**src/rtl/debouncer_pkg.sv**
```systemverilog
// rtl/debouncer_pkg.sv - shared FSM state type and helpers for the switch debouncer array
package debouncer_pkg;

  typedef enum logic [1:0] {
    STABLE_LO,
    WAIT_HI,
    STABLE_HI,
    WAIT_LO
  } state_e;

  function automatic int stable_cycles(input int clk_rate, input int stable_hz);
    return clk_rate / stable_hz;
  endfunction

  // A channel reports high while settled high or while a fall is still being qualified.
  function automatic logic state_is_high(input state_e state);
    return (state == STABLE_HI) || (state == WAIT_LO);
  endfunction

endpackage

```
**src/rtl/debouncer_ch.sv**
```systemverilog
// rtl/debouncer_ch.sv - one switch channel: two-flop synchroniser, qualification FSM and edge ticks
module debouncer_ch
  import debouncer_pkg::*;
#(
  parameter int StableCycles = 10,
  parameter bit ResetLevel   = 1'b0
) (
  input  logic clk_i,
  input  logic rst_ni,
  input  logic sw_i,
  input  logic en_i,
  output logic db_level_o,
  output logic db_rise_o,
  output logic db_fall_o
);

  localparam int CntW = $clog2(StableCycles);
  localparam logic [CntW-1:0] CntOne  = CntW'(1);
  localparam logic [CntW-1:0] CntLast = CntW'(StableCycles - 1);
  localparam state_e ResetState = ResetLevel ? STABLE_HI : STABLE_LO;

  logic [1:0]      sync_q;
  state_e          state_q;
  logic [CntW-1:0] cnt_q;
  logic            level_q;
  logic            rise_q;
  logic            fall_q;
  logic            s;
  logic            state_high;

  assign s          = sync_q[1];
  assign state_high = state_is_high(state_q);

  always_ff @(posedge clk_i or negedge rst_ni) begin
    if (!rst_ni) begin
      sync_q  <= {2{ResetLevel}};
      state_q <= ResetState;
      cnt_q   <= '0;
      level_q <= ResetLevel;
      rise_q  <= 1'b0;
      fall_q  <= 1'b0;
    end else begin
      sync_q <= {sync_q[0], sw_i};
      rise_q <= 1'b0;
      fall_q <= 1'b0;
      if (!en_i) begin
        // Disabled: pin the FSM to whatever level the outside world currently sees.
        state_q <= level_q ? STABLE_HI : STABLE_LO;
        cnt_q   <= '0;
      end else begin
        level_q <= state_high;
        rise_q  <= state_high & ~level_q;
        fall_q  <= ~state_high & level_q;
        case (state_q)
          STABLE_LO: begin
            if (s) begin
              state_q <= WAIT_HI;
              cnt_q   <= CntOne;
            end
          end
          WAIT_HI: begin
            if (!s) begin
              state_q <= STABLE_LO;
              cnt_q   <= '0;
            end else if (cnt_q == CntLast) begin
              state_q <= STABLE_HI;
              cnt_q   <= '0;
            end else begin
              cnt_q <= cnt_q + CntOne;
            end
          end
          STABLE_HI: begin
            if (!s) begin
              state_q <= WAIT_LO;
              cnt_q   <= CntOne;
            end
          end
          WAIT_LO: begin
            if (s) begin
              state_q <= STABLE_HI;
              cnt_q   <= '0;
            end else if (cnt_q == CntLast) begin
              state_q <= STABLE_LO;
              cnt_q   <= '0;
            end else begin
              cnt_q <= cnt_q + CntOne;
            end
          end
          default: begin
            state_q <= ResetState;
            cnt_q   <= '0;
          end
        endcase
      end
    end
  end

  assign db_level_o = level_q;
  assign db_rise_o  = rise_q;
  assign db_fall_o  = fall_q;

endmodule

```
**src/rtl/debouncer_array.sv**
```systemverilog
// rtl/debouncer_array.sv - array of independent switch debouncers with a combined tick output
module debouncer_array
  import debouncer_pkg::*;
#(
  parameter int NumCh      = 4,
  parameter int ClkRate    = 10_000_000,
  parameter int StableHz   = 1_000_000,
  parameter bit ResetLevel = 1'b0
) (
  input  logic             clk_i,
  input  logic             rst_ni,
  input  logic [NumCh-1:0] sw_i,
  input  logic [NumCh-1:0] en_i,
  output logic [NumCh-1:0] db_level_o,
  output logic [NumCh-1:0] db_rise_o,
  output logic [NumCh-1:0] db_fall_o,
  output logic             any_tick_o
);

  localparam int StableCycles = stable_cycles(ClkRate, StableHz);

  if (StableCycles < 2) begin : g_bad_stable
    $error("debouncer_array: ClkRate/StableHz must be at least 2");
  end

  if ((NumCh < 1) || (NumCh > 32)) begin : g_bad_numch
    $error("debouncer_array: NumCh must be in 1..32");
  end

  for (genvar ch = 0; ch < NumCh; ch++) begin : g_ch
    debouncer_ch #(
      .StableCycles(StableCycles),
      .ResetLevel  (ResetLevel)
    ) u_ch (
      .clk_i     (clk_i),
      .rst_ni    (rst_ni),
      .sw_i      (sw_i[ch]),
      .en_i      (en_i[ch]),
      .db_level_o(db_level_o[ch]),
      .db_rise_o (db_rise_o[ch]),
      .db_fall_o (db_fall_o[ch])
    );
  end

  assign any_tick_o = |(db_rise_o | db_fall_o);

endmodule

```
**config.mk**
```make
export PLATFORM = sky130hd
export DESIGN_NAME = debouncer_array
export DESIGN_NICKNAME = d
export VERILOG_FILES = /design/src/rtl/debouncer_pkg.sv /design/src/rtl/debouncer_ch.sv /design/src/rtl/debouncer_array.sv
export SDC_FILE = /design/constraint.sdc
export NUM_CORES = 1
export LEC_CHECK = 0
export CORE_MARGIN = 2
export CORE_UTILIZATION = 50
export CTS_BUF_LIST = sky130_fd_sc_hd__clkbuf_16
export CTS_CLUSTER_DIAMETER = 200
export DETAILED_ROUTE_END_ITERATION = 8
export GPL_TIMING_DRIVEN = 0
export PLACE_DENSITY_LB_ADDON = 0.08
export SYNTH_ARGS = -nofsm -noshare
export SYNTH_HDL_FRONTEND = slang
export SYNTH_HIERARCHICAL = 1
export SYNTH_SLANG_ARGS = --single-unit
```
**constraint.sdc**
```tcl
create_clock -name clk_i -period 1.18 [get_ports clk_i]
set_input_delay 0.236 -clock clk_i [delete_from_list [all_inputs] [get_ports clk_i]]
set_output_delay 0.236 -clock clk_i [all_outputs]
set_load 0.01 [all_outputs]
```
==> summary.txt <==
Power
  • Worst VDD drop: 1.133 mV
  • Leakage: 1.280 nW
  • Cell Pwr Density: 1358 nW/um^2
  • Tot Pwr: 3.809 mW

Die
  • Chip Height: 67.50 um
  • Die ar.: 4556 um^2
  • Core Region: 3943 um^2
  • Initial core utilization: 51.13%
  • # rows: 23
  • Die Wd: 67.50 um
  • Num ports: 23

Detailed routing
  • Post-route DRC: 0
  • Top layer in use: met4
  • Met1 wire length: 1736 um
  • Drt initial violations: 55
  • Vias: 1529
  • WL/cell: 14.26 um
  • Met2 WL: 2175 um
  • TritonRoute pass-1 iters: 4
  • DR WL met3: 165 um
  • Vias per std cell: 5.328
  • Final wirelength: 4094 um
  • ANT nets after route: 0

Setup path
  • Worst-path maximum fanout: 2
  • Endpoint class of the critical path: output pin
  • Largest stage delay on the critical path: 0.38 ns
  • WP data arrival: 1.16 ns
  • WP buf/inv: 1
  • CP delay by family, top: flip-flops
  • Crit Path Category: flip-flop to output pin
  • CP Cell Sequence: nor4_1, nand2_1, buf_2
  • Slowest CP cell: dfrtp_1
  • CP startpoint kind: flip-flop
  • CP Data Required Time: 0.94 ns

Timing
  • Final Hold Violating Endpoints: 0
  • Setup ws final: -0.2173 ns
  • RSZ-0062 raised after global routing: true
  • Post-route setup TNS: -1.635 ns
  • Setup Viol. Count Final: 18
  • Clock skew: 0.002953 ns
  • Slew margin rel.: 64.77%
  • Tightest Pin Transition: 0.5284 ns
  • Tmin final: 1.397 ns
  • Highest clock rate: 715.7 MHz
  • Hold slack: 0.3308 ns
  • Fin. max-slew vios: 0
  • Crit share post-route: 118.4%

Clocking
  • Clock transition at path regs: 0.06 ns
  • CTS sink count: 44
  • Worst-skew pair later-pin latency: 0.28 ns
  • Root buffer cell: clkbuf_16
  • Clock Path Buffers: 2
  • Num CTS Buffers: 5
  • Htree depth: 2
  • CTS tree: yes

Logic synthesis
  • Synth async-reset ratio: 100.0%
  • Most common cell in the synthesized netlist: dfrtp_1
  • Post-synthesis register bit count: 44
  • Syn. warnings: 6
  • Synth top area share: 54.62%
  • Syn nets: 199
  • Mapped Area: 2016 um^2
  • Cells after Synth: 181
  • Ys flop type: dfrtp_1
  • Cell taking the most area after synthesis: dfrtp_1
  • Largest cells by area after synthesis: dfrtp_1, ha_1, mux2i_1, nand2_1, nor2_1
  • Yosys cell types: 30
  • Synth cell count leaders: dfrtp_1, nand2_1, nor2_1
  • Sequential share of the synthesized area: 54.62%
  • Post-synth EDFFs: 0
  • Synthesized area per cell: 11.14 um^2

Place
  • Post-placement cell count: 251
  • Placer Congestion: 0.7885
  • DPL Wire Length: 2563 um
  • Pre-CTS setup slack: -0.2816 ns
  • I/O Buffers: 19

Finish
  • Fin cells: 287
  • # fillers: 246
  • Multi-input gate area: 1020 um^2
  • Reg area: 1101 um^2
  • Layout Nets: 254
  • Layout cells sized above 1: 32.07%
  • Area Overhead vs Synth: 39.17%
  • Antenna fix cells: 0

Global routing
  • Vias in the first global route: 1525
  • Initial antenna violation count: 0
  • Total track usage: 19.87%
  • Congestion Overflow GR: 0
  • First-pass GRT wire length: 6762 um
  • Largest net degree at the start of global routing: 24

Hold path
  • Worst min path class: input pin to flip-flop

Job
  • Max-cap violations: 0

Status
  • Outcome: finished with violations
  • Failing checks: setup timing
worst paths after layout:
check	startpoint	endpoint	depth (start not counted)	slack, ns
max in group asynchronous	rst_ni	g_ch[0].u_ch/cnt_q[2]	3	0.22
hold reg to reg	g_ch[1].u_ch/sync_q[0]	g_ch[1].u_ch/sync_q[1]	0	0.35
setup reg to reg	g_ch[0].u_ch/cnt_q[1]	g_ch[0].u_ch/cnt_q[3]	6	-0.18
setup / recovery	g_ch[3].u_ch/db_fall_o	any_tick_o	3	-0.22
min in group asynchronous	rst_ni	g_ch[2].u_ch/cnt_q[2]	2	0.48
hold / removal	en_i[1]	g_ch[1].u_ch/db_fall_o	3	0.33
routing by layer:
layer  up-vias  GRT usage, %
met4         0         5.612
met2        27         35.05
met3         2         5.500
met5         -             0
met1       762         23.63
li1        738             -
layout by cell type (no fill, tap or decap), types with 4 or more instances in the layout:
cell type / count
dfrtp_1: 44
clkdlybuf4s50_1: 5
inv_2: 4
clkbuf_16: 5
clkdlybuf4s15_1: 5
buf_6: 10
buf_4: 19
nand3_1: 4
nand2_1: 15
o21ai_0: 5
o21a_1: 6
buf_2: 4
ha_4: 7
inv_1: 4
a21boi_1: 5
nor2_1: 18
a21oi_1: 5
mux2i_1: 7
or3b_1: 4
layout make-up:
cell class	instances	share of cell area (%)
clock buffer	5	4.460
clock inverter	3	0.6690
inverter	8	1.070
buffer	4	0.5798
tap	50	2.230
timing repair buffer	48	15.39
sequential	44	39.25
multi-input combinational	125	36.35
what timing repair did:
item,4_1_cts,5_1_grt
resized for setup,63,20
hold endpoints to repair,21,0
hold buffers,1,0
pin swaps,16,13
setup endpoints to repair,32,31
buffers inserted,24,5
state kept, by name, summed over array words and instances (netlist names), named ones only:
register and flops:
g_ch.u_ch/state_q 4, g_ch.u_ch/db_fall_o 4, g_ch.u_ch/sync_q 8, g_ch.u_ch/db_rise_o 4, g_ch.u_ch/db_level_o 4, g_ch.u_ch/cnt_q 16
tightest hold or removal path, cell delays in order:
cell and delay (ns):
clkbuf_1 0.19, nand2_1 0.10, nor2_1 0.04
metrics by stage:
step,area (um^2),util (%)
floorplan,2016,-
global placement,2268,57.54
detailed placement,2291,58.11
CTS,2739,69.47
global route,2805,71.15
finish,2805,71.15
report_power, final:
group	total [mW]	internal, mW	switching (mW)	leakage, nW
clock	1.31	0.775	0.537	0.0635
combinational	0.711	0.379	0.332	0.653
sequential	1.79	1.63	0.154	0.563
cells by family after synthesis:
family	count (synthesis)	share of synthesized area, %
simple gates	73	20.36
flops	44	54.62
compound gates	31	10.24
xor+xnor	6	4.097
fa+ha+maj	8	4.966
buf+inv	12	2.234
mux	7	3.476
Note: power is estimated with default switching activity, not from simulation.
==> patch 1, RTL diff (config.mk and constraints unchanged) <==
Change the parameter `NumCh` from 4 to 3.
--- a/src/rtl/debouncer_array.sv
+++ b/src/rtl/debouncer_array.sv
@@ -2,7 +2,7 @@
 module debouncer_array
   import debouncer_pkg::*;
 #(
-  parameter int NumCh      = 4,
+  parameter int NumCh      = 3,
   parameter int ClkRate    = 10_000_000,
   parameter int StableHz   = 1_000_000,
   parameter bit ResetLevel = 1'b0
Interface: changed (5 resized); port bits go from 23 to 18. No check against the original RTL was run, so the function may have changed too.
==> patch 1 against the unedited design <==
The flow finishes with violations (design-rule violations, negative setup slack); worst setup slack improved by 0.025 ns; highest routed layer unchanged; largest cell class unchanged; critical path type is now reg2reg; sequential cell count fell by 11; area after synthesis fell by 25%; design area fell by 25%; combinational power fell by 29%; total power fell by 19%; critical path depth rose by 3; non-clock buffer count fell by 14; maximum frequency rose by 1.8%; wire length fell by 28%; core utilization rose by 3.6 points; clock skew fell by 0.00084 ns.
==> patch 1: results <==
[final_layout]
clkCellAreaFrac = 0.0680
num-nonclk-buffers = 38
stdcell_count = 210
n_clock_buffer = 5
seq_area_um2 = 827
top_regs = "g_ch.u_ch/cnt_q: 12 flops, g_ch.u_ch/sync_q: 6 flops"
num-multi-input-gates = 94
nets = 192
fillers = 175
layout-drive-gt1-share = 0.307
inv_count = 6
multiInputGateArea_um2 = 752
non_clock_buffer_area_share = 0.150

[die]
rows = 19

[setup_path]
worstSetupEndpointType = "flop"
cp.arrival_ns = 1.51
critPathMaxFanout = 3
slowest_stage = "dfrtp_1"
max_stage_delay_ns = 0.41
r2r_cells = 6
critPathLaunch = "g_ch[0].u_ch/cnt_q[0]"

[min_path]
hold_path_class = "in2async"

[power]
p_per_area_nw_per_um2 = 1470
power_leakage_nw = 0.975
vdd_drop_max_uv = 1030

[place]
routabilityCongestion = 0.778
place_inst = 182
dp_slack_ns = -0.270
port_buffers = 15
place_area_um2 = 1700
dp.final_hpwl_mm = 1.77

[synth]
ys.warnings.count = 6
avgSynthCellArea_um2 = 11.1
syn_nets = 150
ys_seq_area_frac = 0.546
synthTopCellsByCount = "dfrtp_1, nor2_1, nand2_1"
yosys-top-cells-area = "dfrtp_1, ha_1, nor2_1"

[sta]
setup_ws_ns = -0.192
clock_skew_ns = 0.00212
whs_ns = 0.00536
setup_viol = 11
maxSlewHeadroom = 0.530
tns_ns = -1.31

[global_routing]
grt_max_degree = 34
grt_usage = 0.202
grt_pass1_wl_mm = 5.11

[cts]
postCtsSetupBuffers = 14
cts_resized = 31
cts_sinks = 33

[drt]
drtIter0Drc = 31
drtPass1Iterations = 6
vias = 1140
drc = 1
wl_per_cell_um = 14.0

[status]
run_status = "finished, violations left"
violations = "design-rule violations, negative setup slack"
## patch 1: power breakdown
| group | total [mW] | switching (mW) | internal, mW |
|---|---|---|---|
| Combinational | 0.506 | 0.239 | 0.267 |
| Sequential | 1.33 | 0.107 | 1.23 |
| Clock | 1.25 | 0.474 | 0.772 |
| Total | 3.08 | 0.819 | 2.27 |
## patch 1: cells by family (layout without fill, tap and decap cells)
family          count (synthesis)  count (layout)  synth area share
simple gates                   55              55             0.204
flops                          33              33             0.546
compound gates                 23              23             0.100
buf+inv                         9              52            0.0223
fa+ha+maj                       6               6            0.0497
xor+xnor                        5               5            0.0439
mux                             5               5            0.0331
## patch 1: routing by layer
layer / GRT usage / wire length [um] / share of wire
met3: 0.0655 / 108 / 0.037
met4: 0.0779 / 46 / 0.016
met2: 0.338 / 1470 / 0.50
met1: 0.242 / 1320 / 0.45
met5: 0 / 0 / 0
==> patch 2, RTL diff (config.mk and constraints unchanged) <==
Made on the original files. Reset style: synchronous (`rst_ni`), changed in one clocked block.
--- a/src/rtl/debouncer_ch.sv
+++ b/src/rtl/debouncer_ch.sv
@@ -31,7 +31,7 @@
   assign s          = sync_q[1];
   assign state_high = state_is_high(state_q);
 
-  always_ff @(posedge clk_i or negedge rst_ni) begin
+  always_ff @(posedge clk_i) begin
     if (!rst_ni) begin
       sync_q  <= {2{ResetLevel}};
       state_q <= ResetState;
Formal check against the unedited RTL: same outputs for any inputs over 10 cycles, from zero or initial values and one cycle with rst_ni low; that may be too few to reach the edited logic, so the function may still have changed.
==> patch 2 against the unedited design <==
Worst setup slack better by 0.037 ns; sequential cell count stayed put; design area is 5.2% lower; the run still ends with negative setup slack left; area after synthesis is 3.6% lower; global-route usage is 1.4 points higher; non-clock buffer count is 10 lower; die area is 3.4% lower; wire length is 12% higher.
Power is not compared: it rests on default switching activity, and its combinational part moved more than twofold at a synthesized area within 25%.
==> patch 2: results <==
[status]
run_status = "finished, violations left"
violations = "negative setup slack"

[setup_path]
timing.rr.end = "g_ch[3].u_ch/cnt_q[2]"
cp.arrival_ns = 1.12
slowest_stage = "dfxtp_2"
max_stage_delay_ns = 0.33
r2r_slack_ns = -0.06
critPathMaxFanout = 2
r2r_cells = 3
critPathLaunch = "g_ch[2].u_ch/db_rise_o"

[cts]
ctsHtreeMaxLevel = 2
numCtsBuffers = 5
clk_latency_ns = 0.28
ctsRootBufferMaster = "clkbuf_16"
clockBufferDepth = 2
clkTransAtPathRegs_ns = 0.05

[synth]
avgSynthCellArea_um2 = 10.4
synth_ff_type = "dfxtp_1"
syn_nets = 205
synthTopCellsByCount = "dfxtp_1, and2_1, nand4b_1"
ys_seq_area_frac = 0.453
ys.warnings.count = 6
yosys-top-cells-area = "dfxtp_1, nand4b_1, ha_1"
async_flop_share = 0
ys_types = 27

[place]
routabilityCongestion = 0.819
place_inst = 257
dp.final_hpwl_mm = 2.73
port_buffers = 22

[sta]
worst_pin_slew_ns = 0.370
clock_skew_ns = 0.00482
setup_viol = 5
setup_ws_ns = -0.181

[power]
swShare = 0.226
vdd_drop_max_uv = 960
power_leakage_nw = 1.08

[final_layout]
fillers = 277
layout-drive-gt1-share = 0.277
top_regs = "g_ch.u_ch/cnt_q: 16 flops, g_ch.u_ch/sync_q: 8 flops"
stdcell_count = 283
nets = 253
largest_reg_flops = 16
diodes = 0

[drt]
drtPass1Iterations = 4
drtIter0Drc = 101
viasPerCell = 5.64
detail-route-antenna-nets = 0
routed_wl_mm = 4.60

[min_path]
min_to = "g_ch[2].u_ch/sync_q[1]"
hp-start = "g_ch[2].u_ch/sync_q[0]"
hold-path-cell-count = 1
hold_path_class = "reg2reg"

[global_routing]
grt_usage = 0.212
grt_pass1_wl_mm = 6.93
grt_max_degree = 25
antenna_found_initial = 0
grt_pass1_vias = 1508
-- patch 2: critical path, delay by kind of cell, from the launching register on --
| family | cells | cell delay [ns] |
|---|---|---|
| flip-flops | 1 | 0.33 |
| buffers and inverters | 1 | 0.14 |
| AND/OR/NAND/NOR | 2 | 0.38 |
-- patch 2: worst max-delay path by stage --
stage	end	depth (start not counted)
after floorplan	g_ch[0].u_ch/cnt_q[2]	3
after global placement	g_ch[2].u_ch/db_rise_o	3
after detailed placement	g_ch[3].u_ch/cnt_q[3]	4
after CTS	any_tick_o	3
after global routing	any_tick_o	3
final	any_tick_o	3
-- patch 2: cell type report --
class | count | area [um2] | share of cell area
Tap cell | 48 | 60.1 | 0.0226
Multi-Input combinational cell | 138 | 1150 | 0.434
Clock inverter | 2 | 8.76 | 0.00329
Clock buffer | 5 | 125 | 0.0471
Sequential cell | 44 | 928 | 0.349
Inverter | 4 | 15.0 | 0.00565
Buffer | 4 | 45.0 | 0.0169
Timing Repair Buffer | 38 | 322 | 0.121
-- patch 2: metal layers --
layer	vias up	GRT usage	share of wire
met3	9	0.0528	0.036
met4	0	0.0944	0.019
met1	781	0.242	0.43
li1	774	-	-
met2	33	0.371	0.52
met5	-	0	0
-- patch 2: power by group through the flow --
stage	sequential [mW]	clock, mW	combinational [mW]
finish	1.57	1.28	0.313
global placement	1.59	0	0.216
global route	1.57	1.38	0.339
detailed placement	1.60	0	0.229
CTS	1.57	1.29	0.244
floorplan	1.59	0	0.128
-- patch 2: per-stage QoR --
| step | hold WS (ns) | worst slack [ns] | cell area [um2] | util | setup TNS (ns) |
|---|---|---|---|---|---|
| after floorplan | 0.325 | 0.0625 | 1940 | - | 0 |
| after global placement | 0.415 | -0.489 | 2220 | 0.603 | -16.24 |
| after detailed placement | 0.424 | -0.605 | 2220 | 0.603 | -18.15 |
| after CTS | 0.439 | -0.214 | 2460 | 0.666 | -0.214 |
| after global routing | 0.458 | -0.243 | 2660 | 0.721 | -0.565 |
| final | 0.441 | -0.181 | 2660 | 0.721 | -0.307 |
-- patch 2: timing repair --
action                     in CTS  in global routing
pin swaps                      10                 15
setup buffers                   3                 13
cloned                          1                  2
setup endpoints to repair      45                 25
gates resized for setup        41                 27
-- patch 2: cell families (layout without fill, tap and decap cells) --
| group | Yosys count | after routing | synth area share |
|---|---|---|---|
| muxes | 8 | 8 | 0.0412 |
| DFF | 44 | 44 | 0.453 |
| and+or+nand+nor | 87 | 87 | 0.299 |
| AOI/OAI and AO/OA | 24 | 24 | 0.0721 |
| buffers and inverters | 8 | 53 | 0.0309 |
| xor gates and xnor gates | 8 | 11 | 0.0515 |
| adders and majority gates | 8 | 8 | 0.0515 |
